## src/rtl/usb_tx_arbiter_if.sv

```systemverilog
// Transmit-arbiter bus bundle: handshake request, two IN streams and the
// stream toward the ULPI transmit encoder, plus grant/busy status.
interface usb_tx_arbiter_if;
  logic       hsk_req_i;
  logic [3:0] hsk_pid_i;
  logic       hsk_ack_o;

  logic       s0_tvalid_i;
  logic       s0_tready_o;
  logic       s0_tlast_i;
  logic [7:0] s0_tdata_i;

  logic       s1_tvalid_i;
  logic       s1_tready_o;
  logic       s1_tlast_i;
  logic [7:0] s1_tdata_i;

  logic       m_tvalid_o;
  logic       m_tready_i;
  logic       m_tlast_o;
  logic [7:0] m_tdata_o;

  logic [1:0] grant_o;
  logic       busy_o;

  modport slave (
    input  hsk_req_i, hsk_pid_i,
    input  s0_tvalid_i, s0_tlast_i, s0_tdata_i,
    input  s1_tvalid_i, s1_tlast_i, s1_tdata_i,
    input  m_tready_i,
    output hsk_ack_o, s0_tready_o, s1_tready_o,
    output m_tvalid_o, m_tlast_o, m_tdata_o,
    output grant_o, busy_o
  );

  modport master (
    output hsk_req_i, hsk_pid_i,
    output s0_tvalid_i, s0_tlast_i, s0_tdata_i,
    output s1_tvalid_i, s1_tlast_i, s1_tdata_i,
    output m_tready_i,
    input  hsk_ack_o, s0_tready_o, s1_tready_o,
    input  m_tvalid_o, m_tlast_o, m_tdata_o,
    input  grant_o, busy_o
  );
endinterface

```

## src/rtl/usb_tx_arbiter.sv

```systemverilog
// Packet-atomic ULPI transmit arbiter: handshake has strict priority, EP0 and
// bulk IN alternate round-robin, with a programmable inter-packet gap.
module usb_tx_arbiter #(
  parameter int unsigned IPG_CYCLES = 4
) (
  input  logic             aclk,
  input  logic             aresetn,
  usb_tx_arbiter_if.slave  bus
);

  typedef enum logic [2:0] {IDLE, HSK, EP0, EP1, GAP} state_e;

  localparam logic [3:0] IPG = IPG_CYCLES[3:0];

  state_e     state_q, state_d;
  logic [3:0] cnt_q, cnt_d;
  logic       last_ep_q, last_ep_d;  // 1: bulk IN was served last

  always_ff @(posedge aclk) begin
    if (!aresetn) begin
      state_q   <= IDLE;
      cnt_q     <= 4'd0;
      last_ep_q <= 1'b1;
    end else begin
      state_q   <= state_d;
      cnt_q     <= cnt_d;
      last_ep_q <= last_ep_d;
    end
  end

  // Packet end either enters the gap or, with a zero gap, goes straight to IDLE.
  always_comb begin
    state_d   = state_q;
    cnt_d     = cnt_q;
    last_ep_d = last_ep_q;
    case (state_q)
      IDLE: begin
        if (bus.hsk_req_i)
          state_d = HSK;
        else if (bus.s0_tvalid_i && bus.s1_tvalid_i)
          state_d = last_ep_q ? EP0 : EP1;
        else if (bus.s0_tvalid_i)
          state_d = EP0;
        else if (bus.s1_tvalid_i)
          state_d = EP1;
      end
      HSK: begin
        if (bus.m_tready_i) begin
          state_d = (IPG != 4'd0) ? GAP : IDLE;
          cnt_d   = IPG;
        end
      end
      EP0: begin
        if (bus.s0_tvalid_i && bus.m_tready_i && bus.s0_tlast_i) begin
          last_ep_d = 1'b0;
          state_d   = (IPG != 4'd0) ? GAP : IDLE;
          cnt_d     = IPG;
        end
      end
      EP1: begin
        if (bus.s1_tvalid_i && bus.m_tready_i && bus.s1_tlast_i) begin
          last_ep_d = 1'b1;
          state_d   = (IPG != 4'd0) ? GAP : IDLE;
          cnt_d     = IPG;
        end
      end
      GAP: begin
        if (cnt_q <= 4'd1) begin
          state_d = IDLE;
          cnt_d   = 4'd0;
        end else begin
          cnt_d   = cnt_q - 4'd1;
        end
      end
      default: state_d = IDLE;
    endcase
  end

  // Zero-latency mux on the registered grant; data is forced to 0 when not valid.
  always_comb begin
    bus.hsk_ack_o   = 1'b0;
    bus.s0_tready_o = 1'b0;
    bus.s1_tready_o = 1'b0;
    bus.m_tvalid_o  = 1'b0;
    bus.m_tlast_o   = 1'b0;
    bus.m_tdata_o   = 8'h00;
    bus.grant_o     = 2'd0;
    bus.busy_o      = (state_q != IDLE);
    case (state_q)
      HSK: begin
        bus.grant_o    = 2'd1;
        bus.m_tvalid_o = 1'b1;
        bus.m_tlast_o  = 1'b1;
        bus.m_tdata_o  = {~bus.hsk_pid_i, bus.hsk_pid_i};
        bus.hsk_ack_o  = bus.m_tready_i;
      end
      EP0: begin
        bus.grant_o     = 2'd2;
        bus.s0_tready_o = bus.m_tready_i;
        bus.m_tvalid_o  = bus.s0_tvalid_i;
        bus.m_tlast_o   = bus.s0_tvalid_i & bus.s0_tlast_i;
        bus.m_tdata_o   = bus.s0_tvalid_i ? bus.s0_tdata_i : 8'h00;
      end
      EP1: begin
        bus.grant_o     = 2'd3;
        bus.s1_tready_o = bus.m_tready_i;
        bus.m_tvalid_o  = bus.s1_tvalid_i;
        bus.m_tlast_o   = bus.s1_tvalid_i & bus.s1_tlast_i;
        bus.m_tdata_o   = bus.s1_tvalid_i ? bus.s1_tdata_i : 8'h00;
      end
      default: ;
    endcase
  end

endmodule

```

## src/flat_wrapper.sv

```systemverilog
// flat-port wrapper written by rule: the top's interface ports become plain ports
module usb_tx_arbiter_flat 
#(
  parameter int unsigned IPG_CYCLES = 4
)
  (aclk, aresetn, bus_hsk_req_i, bus_hsk_pid_i, bus_s0_tvalid_i, bus_s0_tlast_i, bus_s0_tdata_i, bus_s1_tvalid_i, bus_s1_tlast_i, bus_s1_tdata_i, bus_m_tready_i, bus_hsk_ack_o, bus_s0_tready_o, bus_s1_tready_o, bus_m_tvalid_o, bus_m_tlast_o, bus_m_tdata_o, bus_grant_o, bus_busy_o);
  usb_tx_arbiter_if bus_i ();
  input  logic aclk;
  input  logic aresetn;
  input wire logic [$bits(bus_i.hsk_req_i)-1:0] bus_hsk_req_i;
  input wire logic [$bits(bus_i.hsk_pid_i)-1:0] bus_hsk_pid_i;
  input wire logic [$bits(bus_i.s0_tvalid_i)-1:0] bus_s0_tvalid_i;
  input wire logic [$bits(bus_i.s0_tlast_i)-1:0] bus_s0_tlast_i;
  input wire logic [$bits(bus_i.s0_tdata_i)-1:0] bus_s0_tdata_i;
  input wire logic [$bits(bus_i.s1_tvalid_i)-1:0] bus_s1_tvalid_i;
  input wire logic [$bits(bus_i.s1_tlast_i)-1:0] bus_s1_tlast_i;
  input wire logic [$bits(bus_i.s1_tdata_i)-1:0] bus_s1_tdata_i;
  input wire logic [$bits(bus_i.m_tready_i)-1:0] bus_m_tready_i;
  output wire logic [$bits(bus_i.hsk_ack_o)-1:0] bus_hsk_ack_o;
  output wire logic [$bits(bus_i.s0_tready_o)-1:0] bus_s0_tready_o;
  output wire logic [$bits(bus_i.s1_tready_o)-1:0] bus_s1_tready_o;
  output wire logic [$bits(bus_i.m_tvalid_o)-1:0] bus_m_tvalid_o;
  output wire logic [$bits(bus_i.m_tlast_o)-1:0] bus_m_tlast_o;
  output wire logic [$bits(bus_i.m_tdata_o)-1:0] bus_m_tdata_o;
  output wire logic [$bits(bus_i.grant_o)-1:0] bus_grant_o;
  output wire logic [$bits(bus_i.busy_o)-1:0] bus_busy_o;
  assign bus_i.hsk_req_i = bus_hsk_req_i;
  assign bus_i.hsk_pid_i = bus_hsk_pid_i;
  assign bus_i.s0_tvalid_i = bus_s0_tvalid_i;
  assign bus_i.s0_tlast_i = bus_s0_tlast_i;
  assign bus_i.s0_tdata_i = bus_s0_tdata_i;
  assign bus_i.s1_tvalid_i = bus_s1_tvalid_i;
  assign bus_i.s1_tlast_i = bus_s1_tlast_i;
  assign bus_i.s1_tdata_i = bus_s1_tdata_i;
  assign bus_i.m_tready_i = bus_m_tready_i;
  assign bus_hsk_ack_o = bus_i.hsk_ack_o;
  assign bus_s0_tready_o = bus_i.s0_tready_o;
  assign bus_s1_tready_o = bus_i.s1_tready_o;
  assign bus_m_tvalid_o = bus_i.m_tvalid_o;
  assign bus_m_tlast_o = bus_i.m_tlast_o;
  assign bus_m_tdata_o = bus_i.m_tdata_o;
  assign bus_grant_o = bus_i.grant_o;
  assign bus_busy_o = bus_i.busy_o;
  usb_tx_arbiter #(.IPG_CYCLES(IPG_CYCLES)) u_core (.aclk(aclk), .aresetn(aresetn), .bus(bus_i));
endmodule
```

## config.mk

```make
export PLATFORM = sky130hd
export DESIGN_NAME = usb_tx_arbiter_flat
export DESIGN_NICKNAME = d
export VERILOG_FILES = /design/src/rtl/usb_tx_arbiter_if.sv /design/src/rtl/usb_tx_arbiter.sv /design/src/flat_wrapper.sv
export SDC_FILE = /design/constraint.sdc
export NUM_CORES = 1
export LEC_CHECK = 0
export CORE_UTILIZATION = 39
export DETAILED_ROUTE_END_ITERATION = 6
export HOLD_SLACK_MARGIN = 0.1
export MAX_ROUTING_LAYER = met4
export PLACE_DENSITY = 0.81
export RECOVER_POWER = 100
export SLEW_MARGIN = 10
export SYNTH_ARGS = -nofsm -noshare
export SYNTH_HDL_FRONTEND = slang
export SYNTH_SLANG_ARGS = --single-unit
export TNS_END_PERCENT = 30
```

## constraint.sdc

```tcl
create_clock -name aclk -period 3.6 [get_ports aclk]
set_input_delay 0.72 -clock aclk [delete_from_list [all_inputs] [get_ports aclk]]
set_output_delay 0.72 -clock aclk [all_outputs]
set_load 0.05 [all_outputs]
```

[After elaboration in Yosys (flattened, before gate mapping)]
Index checks and enable logic that the tools add are counted.
Widths: inputs -> output; s select.
Storage, ports and cells
  bits in registers: 8
  input bits: 28
  output and inout port bits: 16
Cells by class
  add/sub/neg operators: 1
  order comparisons: 1
  equal/unequal tests: 9
  mux-type cells: 27
  bitwise gates (word level): 3
  reduce and logical (&&, ||, !) cells: 12
Operator list (count)
  $mux 3: 8
  $pmux 8 s3: 1
  $mux 4: 4
  $mux 8: 2
  $pmux 4 s4: 1
  $pmux 3 s5: 1
  $eq 3x2->1 const B: 2
  $mux 1: 6
  $ne 2x1->1 const B: 3
  $pmux 1 s3: 2
  $pmux 2 s3: 1
  $logic_and 1x1->1: 5
  $ne 5x4->1 const B: 1
  $reduce_and 5->1: 1
  $le 4x1->1 const B: 1
  $not 4->4: 1
  $reduce_and 4->1: 1
  $reduce_bool 4->1: 1
  $sub 4x1->4 const B: 1
  $eq 3x1->1 const B: 1
  $eq 3x3->1 const B: 1
  $logic_not 3->1: 1
  $reduce_and 3->1: 1
  $reduce_bool 3->1: 1
  other kinds (4): 5

[Logic depth before layout (Yosys ltp)]
  depth in word-level cells: 5
  depth in mapped cells: 7
  gate-level depth less buffers: 6

[Least setup slack after synthesis]
Ideal clock, no wire load.
  kind: register to output
  from: register u_core.state_q[2]
  to: output port bus_m_tdata_o[4]
  arrival time: 2.055 ns
  setup slack: 0.825 ns
  cell stages (with the launch flop): 6
  path through: dfxtp_1 -> buf_4 -> nand2b_2 -> inv_2 -> nand2b_1 -> o21ai_0
Between the ends
  longest elaborated chain between the ends: 2
  elaborated cells on any way between the ends: 4
  those cells by class: eq/ne (3); mux (1)
Ends and longest elaborated chain
  from (decl): RTL line usb_tx_arbiter.sv:15  | state_e state_q, state_d;
  from (signal assigned): RTL line usb_tx_arbiter.sv:25  | state_q <= state_d;
  $eq 3x2->1 / $eq 3x1->1 (equally long branches): RTL line usb_tx_arbiter.sv:89  | case (state_q)
  $pmux 8 s3 *: RTL line usb_tx_arbiter.sv:89
  to (decl): RTL line flat_wrapper.sv:24  | output wire logic [$bits(bus_i.m_tdata_o)-1:0] bus_m_tdata_o;
Mark *: on every way between the ends. The rest lies on a longest branch, timed or not.

[Worst setup path in the final report]
  from: input port bus_s0_tvalid_i
  to: output port bus_m_tlast_o
Between the ends
  longest elaborated chain between the ends: 2
Ends and longest elaborated chain
  from (decl): RTL line flat_wrapper.sv:12  | input wire logic [$bits(bus_i.s0_tvalid_i)-1:0] bus_s0_tvalid_i;
  $and 1x1->1: RTL line usb_tx_arbiter.sv:101  | bus.m_tlast_o = bus.s0_tvalid_i & bus.s0_tlast_i;
  $pmux 1 s3: RTL line usb_tx_arbiter.sv:89
  to (decl): RTL line flat_wrapper.sv:23  | output wire logic [$bits(bus_i.m_tlast_o)-1:0] bus_m_tlast_o;
Every way passes these cells.

==> results.sh <==
export IMPL_initial_core_util_pct=42.0
export IMPL_cts_max_level=1
export IMPL_cts_hold_buf=0
export IMPL_rsz0062_at_grt="no"
export IMPL_drive_gt1_share_pct=14.3
export IMPL_avgViaCountPerCell=5.54
export IMPL_wl_met1_um=895
export IMPL_post_cts_resized=0
export IMPL_clock_sinks=8
export IMPL_fin_crit_sh_pct=92.2
export IMPL_grt_pass1_wl_um=3350
export IMPL_hold_viol=0
export IMPL_worst_slew_pin_slew_ns=0.535
export IMPL_leakage_nw=0.502
export IMPL_cts_tree="built"
export IMPL_synthTopCellsByArea="dfxtp_1 22%, a222oi_1 5.5%, inv_1 5.2%, o21ai_0 4.1%, a22oi_1 4.1%"
export IMPL_root_buffer="clkbuf_4"
export IMPL_finClkSkew_ns=0.00245
export IMPL_switching_share_pct=51.3
export IMPL_die_area_sq_um=2030
export IMPL_clock_latency_ns=0.24
export IMPL_ios=44
export IMPL_final_antenna_net_count=0
export IMPL_remaining_drc_errors=0
export IMPL_top_layer_used="met4"
export IMPL_worst_ep_required_time_ns=2.88
export IMPL_port_buffer_count=43
export IMPL_antenna_found_initial=0
export IMPL_hold_worst_slack_ns=0.497
export IMPL_cts_buffer_depth=2
export IMPL_layout_nets=165
export IMPL_avgSynthCellArea_sq_um=7.87
export IMPL_yosys_warnings=0
export IMPL_path_class="primary input to output port"
export IMPL_synth_cell_types=41
export IMPL_gp_congestion=0.845
export IMPL_clkTransAtPathRegs_ns=0.04
export IMPL_fp_dieH_um=45.1
export IMPL_core_area_sq_um=1730
export IMPL_cap_violations=0
export IMPL_comb_power_share_pct=72.4
export IMPL_slew_viol_final=0
export IMPL_seqPwrFrac_pct=18.5
export IMPL_hold_class="flop to flop"
export IMPL_synth_net_count=122
export IMPL_maxSlewHeadroom_pct=64.2
export IMPL_overflow=0
export IMPL_avgRoutedWirePerCell_um=13.6
export IMPL_wl_um=2150
export IMPL_fillers=158
export IMPL_firstDrtPassIters=4
export IMPL_synth_top_area_share_pct=22.1
export IMPL_max_vdd_ir_drop_uv=373
export IMPL_grt_start_max_net_pins=13
export IMPL_status="completed"
export IMPL_grt_pass1_vias=781
export IMPL_die_x_um=45.1
export IMPL_power_density_nw_per_um2=568
export IMPL_setup_viol=0
export IMPL_clockPowerShare_pct=9.1
export IMPL_synth_top_area_cell="dfxtp_1"
export IMPL_cp_max_fo=5
export IMPL_wl_met3_um=241
export IMPL_syn_cell_area_sq_um=724
export IMPL_internal_power_w=0.000336
export IMPL_hpwl_um=1780
export IMPL_finalSetupTns_ns=0
export IMPL_dr_total_vias=876
export IMPL_syn_inst=92
export IMPL_grtUsageTotal_pct=22.9
export IMPL_cp_end_kind="output port"
export IMPL_ys_seq_area_share_pct=22.1
export IMPL_min_period_ns=3.32
export IMPL_drtIter0Drc=36
export IMPL_row_count=15
export IMPL_synth_seq_cells=8
export IMPL_area_delta_synth_final_pct=67.5
export IMPL_power_switching_w=0.000353
export IMPL_worstPathArrival_ns=2.60
export IMPL_wl_met2_um=992
export IMPL_critPathLaunchType="primary input"
export IMPL_fmax_mhz=301
export IMPL_antenna_cells=0
export IMPL_cts_buffers=3
export IMPL_post_cts_buffers=0
layout make-up:
| cell class | instances | area [sq um] | share of cell area, % |
|---|---|---|---|
| flip-flops and latches | 8 | 160 | 13.2 |
| inverters | 11 | 41.3 | 3.40 |
| clock buffers | 3 | 22.5 | 1.86 |
| well taps | 25 | 31.3 | 2.58 |
| multi-input cells | 68 | 478 | 39.4 |
| repair buffers | 43 | 480 | 39.6 |
cells by family after synthesis:
group,Yosys count,share of synthesized area (%)
simple gates,37,33.3
fa+ha+maj,2,3.45
flops,8,22.1
buf+inv,16,11.1
compound gates,26,25.7
mux,3,4.32
layout by cell type, fill, tap and decap left out, drive strengths merged:
cell	n
clkdlybuf4s50	26
inv	11
dlygate4sd3	8
dfxtp	8
buf	8
nor2	7
o21ai	7
nand2	5
a222oi	4
a22oi	4
nand3	4
nand2b	4
nor4	4
clkbuf	4
o21a	3
nor3	3
a31oi	2
mux2i	2
ha	2
or3	2
and3	2
nor3b	2
a311oi	1
and2	1
nand3b	1
and4b	1
and4	1
a21oi	1
mux2	1
o311a	1
a41oi	1
o22ai	1
o211ai	1
power groups by stage:
stage,clock [W],combinational (W),sequential [W]
2_1_floorplan,0,0.000341,0.000110
3_3_place_gp,0,0.000514,0.000128
3_5_place_dp,0,0.000520,0.000129
4_1_cts,0.0000667,0.000521,0.000127
5_1_grt,0.0000692,0.000527,0.000130
6_report,0.0000626,0.000499,0.000128
critical path: stages:
cell and delay (ns):
dlygate4sd3_1 0.66, a31oi_1 0.12, a311oi_1 0.25, clkdlybuf4s50_1 0.84
metrics by stage:
stage | utilization [%] | std cells | area (sq um) | total power, W | setup WS, ns
floorplan | - | 92 | 724 | 0.000451 | 0.825
global placement | 70.2 | 155 | 1210 | 0.000642 | 0.380
detailed placement | 70.2 | 155 | 1210 | 0.000649 | 0.364
CTS | 71.5 | 158 | 1230 | 0.000714 | 0.357
global route | 70.3 | 158 | 1210 | 0.000726 | 0.203
finish | 70.3 | 158 | 1210 | 0.000689 | 0.280
cells in the mapped netlist:
library cell / count
a21oi_1: 1
o211ai_1: 1
a311oi_1: 1
buf_6: 2
inv_1: 10
and4b_1: 1
o22ai_1: 1
and2_1: 1
nor2_1: 7
a222oi_1: 4
mux2i_1: 2
nand3b_1: 1
dfxtp_1: 8
a41oi_1: 1
nand2b_1: 3
and3_1: 1
nand3_1: 4
nor3b_1: 1
or3_1: 1
ha_1: 2
nor3_1: 3
o21ai_1: 1
clkbuf_1: 1
and3_4: 1
or3_4: 1
o21ai_0: 6
o311a_1: 1
nor4_4: 1
and4_1: 1
nor3b_2: 1
buf_2: 1
a22oi_1: 4
nand2_1: 5
nand2b_2: 1
o21a_1: 3
inv_2: 1
nor4_1: 2
a31oi_1: 2
nor4_2: 1
mux2_2: 1
buf_4: 1
flip-flops by register name, indices dropped and copies added, names as in the netlist:
name              cells
u_core.state_q        3
u_core.cnt_q          4
u_core.last_ep_q      1
worst paths after layout:
path	start	end	slack [ns]	cells past startpoint
setup / recovery	bus_s0_tvalid_i	bus_m_tlast_o	0.28	4
hold / removal	u_core.last_ep_q	u_core.last_ep_q	0.50	2
setup reg to reg	u_core.cnt_q[0]	u_core.state_q[0]	1.93	5
hold reg to reg	u_core.last_ep_q	u_core.last_ep_q	0.50	2
layer usage:
layer | up-vias | global-route usage (%)
met2 | 41 | 37.7
li1 | 430 | -
met3 | 2 | 4.00
met1 | 403 | 28.3
met5 | - | -
met4 | 0 | 7.27
(Power assumes the default switching activity.)
